==> src/rtl/ex_writeback_fwd.sv <==
// MEM/WB pipeline registers with register-file writeback, operand forwarding and load-use stall.
// Define EXWB_FORWARD_EN to enable forwarding; otherwise hazards are resolved by stalling only.
module ex_writeback_fwd (
    input  logic        clk,
    input  logic        rst_n,
    input  logic        ex_valid,
    input  logic [31:0] ex_result,
    input  logic [4:0]  ex_wnum,
    input  logic        ex_regwrite,
    input  logic        ex_memread,
    input  logic        flush_mem,
    input  logic [31:0] mem_rdata,
    input  logic [4:0]  id_rs,
    input  logic [4:0]  id_rt,
    input  logic [4:0]  ex_rs,
    input  logic [4:0]  ex_rt,
    output logic        wb_we,
    output logic [4:0]  wb_num,
    output logic [31:0] wb_data,
    output logic [1:0]  fwd_a_sel,
    output logic [1:0]  fwd_b_sel,
    output logic [31:0] fwd_a_data,
    output logic [31:0] fwd_b_data,
    output logic        stall
);

    logic        mem_valid;
    logic        mem_regwrite;
    logic        mem_memread;
    logic [4:0]  mem_wnum;
    logic [31:0] mem_result;
    logic        wb_valid;
    logic        wb_regwrite;

    // EX -> MEM -> WB; neither stage is ever held by stall
    always_ff @(posedge clk or negedge rst_n) begin
        if (!rst_n) begin
            mem_valid    <= 1'b0;
            mem_regwrite <= 1'b0;
            mem_memread  <= 1'b0;
            mem_wnum     <= 5'd0;
            mem_result   <= 32'd0;
            wb_valid     <= 1'b0;
            wb_regwrite  <= 1'b0;
            wb_num       <= 5'd0;
            wb_data      <= 32'd0;
        end else begin
            mem_valid    <= ex_valid & ~flush_mem;
            mem_regwrite <= ex_regwrite;
            mem_memread  <= ex_memread;
            mem_wnum     <= ex_wnum;
            mem_result   <= ex_result;
            wb_valid     <= mem_valid;
            wb_regwrite  <= mem_regwrite;
            wb_num       <= mem_wnum;
            wb_data      <= mem_memread ? mem_rdata : mem_result;
        end
    end

    assign wb_we = wb_valid & wb_regwrite & (wb_num != 5'd0);

`ifdef EXWB_FORWARD_EN
    // A load in MEM has no data yet, so it is never a forwarding source
    function automatic logic [1:0] pick_src(input logic [4:0] src);
        logic [1:0] sel;
        sel = 2'b00;
        if (src != 5'd0) begin
            if (mem_valid && mem_regwrite && !mem_memread && mem_wnum == src)
                sel = 2'b01;
            else if (wb_valid && wb_regwrite && wb_num == src)
                sel = 2'b10;
        end
        return sel;
    endfunction

    function automatic logic [31:0] pick_data(input logic [1:0] sel);
        logic [31:0] val;
        case (sel)
            2'b01:   val = mem_result;
            2'b10:   val = wb_data;
            default: val = 32'd0;
        endcase
        return val;
    endfunction

    always_comb begin
        fwd_a_sel  = pick_src(ex_rs);
        fwd_b_sel  = pick_src(ex_rt);
        fwd_a_data = pick_data(fwd_a_sel);
        fwd_b_data = pick_data(fwd_b_sel);
        stall      = ex_valid & ex_memread & ex_regwrite & (ex_wnum != 5'd0) &
                     ((ex_wnum == id_rs) | (ex_wnum == id_rt));
    end
`else
    logic ex_hit;
    logic mem_hit;
    logic unused_srcs;

    // Without forwarding, ID waits until the producer reaches WB (write-before-read)
    always_comb begin
        ex_hit     = ex_valid & ex_regwrite & (ex_wnum != 5'd0) &
                     ((ex_wnum == id_rs) | (ex_wnum == id_rt));
        mem_hit    = mem_valid & mem_regwrite & (mem_wnum != 5'd0) &
                     ((mem_wnum == id_rs) | (mem_wnum == id_rt));
        fwd_a_sel  = 2'b00;
        fwd_b_sel  = 2'b00;
        fwd_a_data = 32'd0;
        fwd_b_data = 32'd0;
        stall      = ex_hit | mem_hit;
    end

    assign unused_srcs = ^{ex_rs, ex_rt, ex_memread};
`endif

endmodule

==> config.mk <==
export PLATFORM = sky130hd
export DESIGN_NAME = ex_writeback_fwd
export DESIGN_NICKNAME = d
export VERILOG_FILES = /design/src/rtl/ex_writeback_fwd.sv
export SDC_FILE = /design/constraint.sdc
export NUM_CORES = 1
export LEC_CHECK = 0
export ABC_AREA = 1
export CAP_MARGIN = 10
export CORE_MARGIN = 2
export CORE_UTILIZATION = 38
export CTS_CLUSTER_DIAMETER = 30
export CTS_CLUSTER_SIZE = 8
export DETAILED_ROUTE_END_ITERATION = 8
export HOLD_SLACK_MARGIN = 0.03
export PLACE_DENSITY = 0.81
export SLEW_MARGIN = 20
export SYNTH_ARGS = -nofsm -noshare
export SYNTH_HDL_FRONTEND = slang
export SYNTH_SLANG_ARGS = --single-unit
==> constraint.sdc <==
create_clock -name clk -period 1.3 [get_ports clk]
set_input_delay 0.39 -clock clk [delete_from_list [all_inputs] [get_ports clk]]
set_output_delay 0.39 -clock clk [all_outputs]
set_load 0.02 [all_outputs]
# Word level (Yosys, flattened, before mapping)
# Index checks and enable logic that the tools add are counted.
# op_classes
reduce_logical	3
eq_ne	4
mux	1
n_bitwise	13
# ops
cell	n
$mux W32	1
$eq A5 B5 Y1	4
$reduce_bool A5 Y1	3
$and A1 B1 Y1	9
$or A1 B1 Y1	3
$not A1 Y1	1
# totals
register_bits	79
in_bits	95
out_inout_bits	107
elab_cells	30

# Logic depth before layout (Yosys ltp)
# Gate-level depths: netlist (run 1).
# logic_depth
word_depth	4
mapped_depth	8
ltp_nobuf	8

# Worst setup path after synthesis (run 1)
# No wires, ideal clock.
# synth_path
kind	reg2out
start	register mem_wnum[4]
end	output stall
setup_slack_ns	-0.010
t_arrival_ns	0.920
required_ns	0.910
path_stages_with_launch	8
path_cell_list	dfrtp_1 nand2_1 nand2_1 nor2_1 nand3_1 nand2_1 nand2_1 nand2_1
# synth_between
elab_chain_cells	4
elab_cells_between_ends	7
cone_classes	eq/ne: 2; bitwise: 4; reduce/logical: 1
# synth_rtl
item	line_no	text
from (decl)	30	logic [4:0] mem_wnum;
from (signal assigned)	51	mem_wnum <= ex_wnum;
$eq A5 B5 Y1 / $reduce_bool A5 Y1 (equally long branches)	104, 103	
$or A1 B1 Y1 / $and A1 B1 Y1 (equally long branches)	104, 103	
$and A1 B1 Y1 *	103	mem_hit = mem_valid & mem_regwrite & (mem_wnum != 5'd0) &
$or A1 B1 Y1 *	109	stall = ex_hit | mem_hit;
to (decl)	24	output logic stall
# Every way passes the cells marked *; elsewhere a longest branch is shown, timed or not.

# Worst setup path after layout (run 1)
# layout_path
start	input id_rs[4]
end	output stall
# layout_between
elab_chain_cells	4
elab_cells_between_ends	7
cone_classes	eq/ne: 2; bitwise: 5
# layout_rtl
item	line_no	text
from (decl)	13	input logic [4:0] id_rs,
$eq A5 B5 Y1 (on tied branches)	102, 104	
$or A1 B1 Y1 (on tied branches)	102, 104	
$and A1 B1 Y1 (on tied branches)	101, 103	
$or A1 B1 Y1 *	109	
# Marked as above.

==> flow_summary.json, run 1 <==
{
  "stdcell_area_um2": 4760,
  "status": "finished with violations",
  "postSynthCellCount": 285,
  "place.port_buffers": 123,
  "synth.top_cell.area_share": 0.572,
  "die_w_um": 99.3,
  "rsz0062_at_grt": "true",
  "ys.warnings.count": 0,
  "worstSetupStartpoint": "id_rs[4]",
  "cts_sinks": 79,
  "max_freq_ghz": 0.534,
  "post-route-util": 0.543,
  "track_usage": 0.148,
  "num_vias": 2231,
  "area_growth_pct": 37.7,
  "cpPeakStageDelay_ns": 0.54,
  "power_density_nw_per_um2": 1120,
  "synth_ff_type": "dfrtp_1",
  "hold_slack_ns": 0.0632,
  "synth_edf_count": 0,
  "reg2reg_depth": 2,
  "power.total_mw": 5.34,
  "insertion_delay_ns": 0.34,
  "diodes": 0,
  "core_um2": 8760,
  "drive_above_1_share": 0.265,
  "clk_path_buf_depth": 2,
  "crit_chain": "clkdlybuf4s50_1, xnor2_1, nand3_1, nand2_1, nand2_1, nand2_2, buf_6",
  "cp_top_family": "buffers and inverters",
  "initial_utilization": 0.394,
  "p_leak_nw": 2.45,
  "htree_levels": 3,
  "drt-wirelength-per-cell_um": 13.2,
  "grt_pass1_wl_um": 11300,
  "grt_max_degree": 80,
  "pwr-share-seq": 0.500,
  "yosys-top-cells-count": "dfrtp_1 (79), buf_4 (68), nand2_1 (47), mux2_4 (30), inv_1 (22)",
  "synthTopCellsByArea": "dfrtp_1 (57%), buf_4 (15%), mux2_4 (13%)",
  "p_sw_mw": 1.48,
  "pwr-share-clk": 0.305,
  "fin_skew_ns": 0.00768,
  "cts_tree": "built",
  "syn-cell-area_um2": 3450,
  "yosysUniqueCellTypes": 15,
  "power.internal_mw": 3.86,
  "violations": "setup timing",
  "place_area_um2": 4630,
  "path_buf_inv": 2,
  "place_congestion": 0.952,
  "cp-end-kind": "output port",
  "async_flop_share": 1.00,
  "ir_drop_uv": 436,
  "path_max_fanout": 2,
  "post-route-min-period_ns": 1.87,
  "path_class": "input port to output port",
  "synth_top_area_cell": "dfrtp_1",
  "die_area_um2": 9870,
  "first_global_vias": 2265,
  "synth_seq_cells": 79,
  "path_depth": 7,
  "clk_pin_slew_ns": 0.08,
  "power_frac_comb": 0.195,
  "top_level_ports": 202,
  "ff2ff_setup_slack_ns": 0.15,
  "placementRows": 34,
  "endpoint": "stall",
  "crit_top_cell": "nand2_1",
  "crit_required_ns": 0.91,
  "crit_path_start_kind": "input port",
  "fin_tns_setup_ns": -1.19,
  "fin_crit_sh": 1.44,
  "reg2reg_to": "wb_data[30]",
  "overflow": 0,
  "place_ws_ns": -1.22,
  "drc": 0,
  "first_pass_iters": 4,
  "hold_viol": 0,
  "p_sw_frac": 0.278,
  "r2r_start": "mem_memread",
  "finalNetCount": 524,
  "syn_area_per_cell_um2": 12.1,
  "hold_path.class": "input port to asynchronous set/reset pin",
  "vias_per_cell": 4.12,
  "instances_no_fill": 542,
  "report.final.slew_viol_count": 0,
  "yosysMostFrequentCell": "dfrtp_1",
  "dp.cells": 524,
  "dp.final_hpwl_um": 5460,
  "antenna_found_initial": 0,
  "seq_area_frac_synth": 0.572,
  "cts_buffers": 9,
  "root_buffer": "clkbuf_8",
  "drtIter0Drc": 37,
  "cp_slowest_cell": "clkdlybuf4s50_1",
  "die_h_um": 99.3,
  "cap_violations": 0,
  "ant_nets": 0,
  "crit_arrival_ns": 1.48,
  "drt-total-wl_um": 7140,
  "fin_ws_ns": -0.571,
  "setup_viol": 7
}
[registers in the layout (all words and copies together) (netlist names)]
| register | count |
|---|---|
| mem_memread | 1 |
| mem_regwrite | 1 |
| mem_result | 32 |
| mem_valid | 1 |
| mem_wnum | 5 |
| wb_data | 32 |
| wb_num | 5 |
| wb_regwrite | 1 |
| wb_valid | 1 |
[worst min path at each step]
| stage | from | end | cells past startpoint |
|---|---|---|---|
| 4_1_cts | rst_n | wb_data[11] | 2 |
| 3_5_place_dp | mem_valid | wb_valid | 0 |
| 2_1_floorplan | rst_n | mem_memread | 0 |
| 5_1_grt | rst_n | wb_data[12] | 2 |
| 3_3_place_gp | mem_regwrite | wb_regwrite | 0 |
| 6_report | rst_n | wb_data[11] | 2 |
[kinds of logic after synthesis]
logic type	synth area share
buffers and inverters	0.193
flip-flops	0.572
AND/OR/NAND/NOR	0.0837
multiplexers	0.137
XOR/XNOR	0.0127
other	0.00109
[power by group through the flow]
stage                     Sequential, mW  Combinational (mW)  Clock [mW]
after global routing                2.68                1.12        1.82
after detailed placement            2.72                1.08           0
after floorplan                     2.81               0.582           0
after global placement              2.71                1.06           0
after CTS                           2.66                1.01        1.72
final                               2.67                1.04        1.63
[placed cells by master, fill, tap and decap left out, drive strengths merged]
| cell | instances |
|---|---|
| clkinvlp | 1 |
| mux2 | 32 |
| nand3 | 9 |
| clkdlybuf4s50 | 69 |
| nand2 | 47 |
| buf | 55 |
| dfrtp | 79 |
| clkbuf | 10 |
| nor2 | 14 |
| dlygate4sd2 | 14 |
| xnor2 | 4 |
| inv | 24 |
| xor2 | 1 |
| conb | 68 |
| nor3 | 3 |
| clkinv | 4 |
[area by class of cell]
class	count	area, um2
clock buffers	10	138
inverters	23	86.3
clock inverters	6	43.8
flip-flops and latches	79	1980
well taps	108	135
multi-input cells	178	1090
fillers	753	4010
repair buffers	138	1280
[routing by layer]
metal  vias up  track usage  routed length (um)
met4         0       0.0643                 144
li1       1031            -                   -
met5         -            0                   0
met3        15       0.0372                 498
met2       120        0.270                3850
met1      1065        0.163                2650
[what timing repair did]
item | 4_1_cts | 5_1_grt
hold buffers | 0 | 0
gates resized for setup | 194 | 24
setup endpoints to repair | 39 | 16
pin swaps | 1 | 2
buffers inserted | 4 | 3
No activity file was read; power rests on OpenSTA's default activity.
==> run 2: changes to the inputs <==
--- a/config.mk
+++ b/config.mk
@@ -7,10 +7,10 @@
 export LEC_CHECK = 0
 export ABC_AREA = 1
 export CAP_MARGIN = 10
+export CORE_ASPECT_RATIO = 1.75
 export CORE_MARGIN = 2
 export CORE_UTILIZATION = 38
 export CTS_CLUSTER_DIAMETER = 30
-export CTS_CLUSTER_SIZE = 8
 export DETAILED_ROUTE_END_ITERATION = 8
 export HOLD_SLACK_MARGIN = 0.03
 export PLACE_DENSITY = 0.81
==> flow_summary.json, run 2 (synthesized netlist as in run 1, its figures left out) <==
{
  "status": "finished with violations",
  "violations": "setup timing",
  "reg2reg_depth": 2,
  "grt_max_degree": 80,
  "power.internal_mw": 4.43,
  "overflow": 0,
  "cts_sinks": 79,
  "post-route-min-period_ns": 1.83,
  "diodes": 0,
  "mostFrequentLayoutCells": "dfrtp_1 (76), conb_1 (68), clkdlybuf4s50_1 (68)",
  "root_buffer": "clkbuf_16",
  "die_area_um2": 9900,
  "grt_pass1_wl_um": 11000,
  "crit_path_start_kind": "flop",
  "fill_cells": 790,
  "cts_buffers": 9,
  "cp-end-kind": "output port",
  "dp.cells": 534,
  "clk_pin_slew_ns": 0.06,
  "drive_above_1_share": 0.265,
  "r2r_start": "mem_memread",
  "power_frac_comb": 0.170,
  "crit_arrival_ns": 1.44,
  "cts_tree": "built",
  "insertion_delay_ns": 0.33,
  "first_global_vias": 2198,
  "p_sw_frac": 0.258,
  "ir_drop_uv": 689,
  "reg2reg_to": "wb_data[23]",
  "drt-wirelength-per-cell_um": 12.9,
  "reg_top3": "mem_result (32), wb_data (32)",
  "max_freq_ghz": 0.548,
  "fin_crit_sh": 1.40,
  "initial_utilization": 0.385,
  "dp.final_hpwl_um": 5510,
  "pwr-share-seq": 0.447,
  "crit_chain": "nor2_1, nor2_2, nor2_2, nand3_1, nand2_1, nand2_1, nand2_2, buf_6",
  "path_max_fanout": 5,
  "core_um2": 8980,
  "drt-total-wl_um": 7100,
  "rsz0062_at_grt": "true",
  "pwr-share-clk": 0.383,
  "report.final.slew_viol_count": 0,
  "track_usage": 0.150,
  "cp_top_family": "simple AND/OR/NAND/NOR gates",
  "cp_slowest_cell": "dfrtp_1",
  "drtIter0Drc": 49,
  "num_vias": 2188,
  "cap_violations": 0,
  "instances_no_fill": 550,
  "die_h_um": 130,
  "top_level_ports": 202,
  "place_congestion": 0.762,
  "fin_ws_ns": -0.526,
  "power_density_nw_per_um2": 1240,
  "stdcell_area_um2": 4800,
  "place_area_um2": 4610,
  "path_class": "flop to output port",
  "crit_required_ns": 0.91,
  "layout_commonest_cell": "dfrtp_1",
  "p_sw_mw": 1.54,
  "first_pass_iters": 4,
  "die_w_um": 76.1,
  "hold_path.class": "input port to asynchronous set/reset pin",
  "p_leak_nw": 2.45,
  "vias_per_cell": 3.98,
  "ff2ff_setup_slack_ns": 0.17,
  "finalNetCount": 520,
  "fin_skew_ns": 0.00636,
  "path_buf_inv": 1,
  "drc": 0,
  "cpPeakStageDelay_ns": 0.42,
  "htree_levels": 3,
  "placementRows": 46,
  "antenna_found_initial": 0,
  "ant_nets": 0,
  "place.port_buffers": 123,
  "hold_viol": 0,
  "cts_hold_buf": 0,
  "post-route-util": 0.534,
  "area_growth_pct": 38.9,
  "clk_path_buf_depth": 2,
  "setup_viol": 7
}
[run 2: timing repair]
action	CTS	global route
buffers inserted	3	2
resized for setup	200	10
pin swaps	6	3
setup endpoints to repair	39	8
[run 2: power by group through the flow]
stage,clock [mW],combinational [mW],sequential (mW)
final,2.29,1.01,2.67
after global routing,2.46,1.09,2.69
after CTS,2.35,1.01,2.67
after detailed placement,0,1.08,2.72
after global placement,0,1.06,2.71
after floorplan,0,0.582,2.81
[run 2: worst reg2reg max path, stage by stage (launching register included)]
cell,delay (ns)
dfrtp_2,0.45
buf_12,0.22
mux2_4,0.34
[run 2: how the worst max path moves through the flow]
stage	from	to	slack [ns]	depth (start not counted)
after floorplan	mem_wnum[2]	stall	0.02	6
after global placement	ex_wnum[1]	stall	-1.19	10
after detailed placement	ex_wnum[1]	stall	-1.19	10
after CTS	mem_wnum[1]	stall	-0.52	7
after global routing	mem_wnum[0]	stall	-0.63	8
final	mem_wnum[0]	stall	-0.53	8
[run 2: final cells by class]
| cell class | count | area (um2) | area share |
|---|---|---|---|
| Inverter | 23 | 86.3 | 0.0180 |
| Multi-Input combinational cell | 178 | 1110 | 0.231 |
| Timing Repair Buffer | 134 | 1190 | 0.249 |
| Tap cell | 120 | 150 | 0.0313 |
| Clock inverter | 4 | 30.0 | 0.00626 |
| Clock buffer | 12 | 246 | 0.0514 |
| Sequential cell | 79 | 1980 | 0.413 |
[run 2: metal layers]
layer  GRT usage  vias up  share of wire
met4      0.0845        0          0.029
met2       0.288      132           0.57
met1       0.132     1018           0.31
met5           0        -              0
li1            -     1023              -
met3      0.0567       15          0.088
[run 2: metrics by stage]
stage / power [mW] / hold slack, ns / setup WS, ns / setup TNS [ns]
floorplan: 3.39 / 0.0944 / 0.0201 / 0
global placement: 3.77 / 0.361 / -1.19 / -2.31
detailed placement: 3.79 / 0.376 / -1.19 / -2.41
CTS: 6.03 / 0.0856 / -0.519 / -1.14
global route: 6.24 / 0.0983 / -0.626 / -1.45
finish: 5.97 / 0.0624 / -0.526 / -1.08
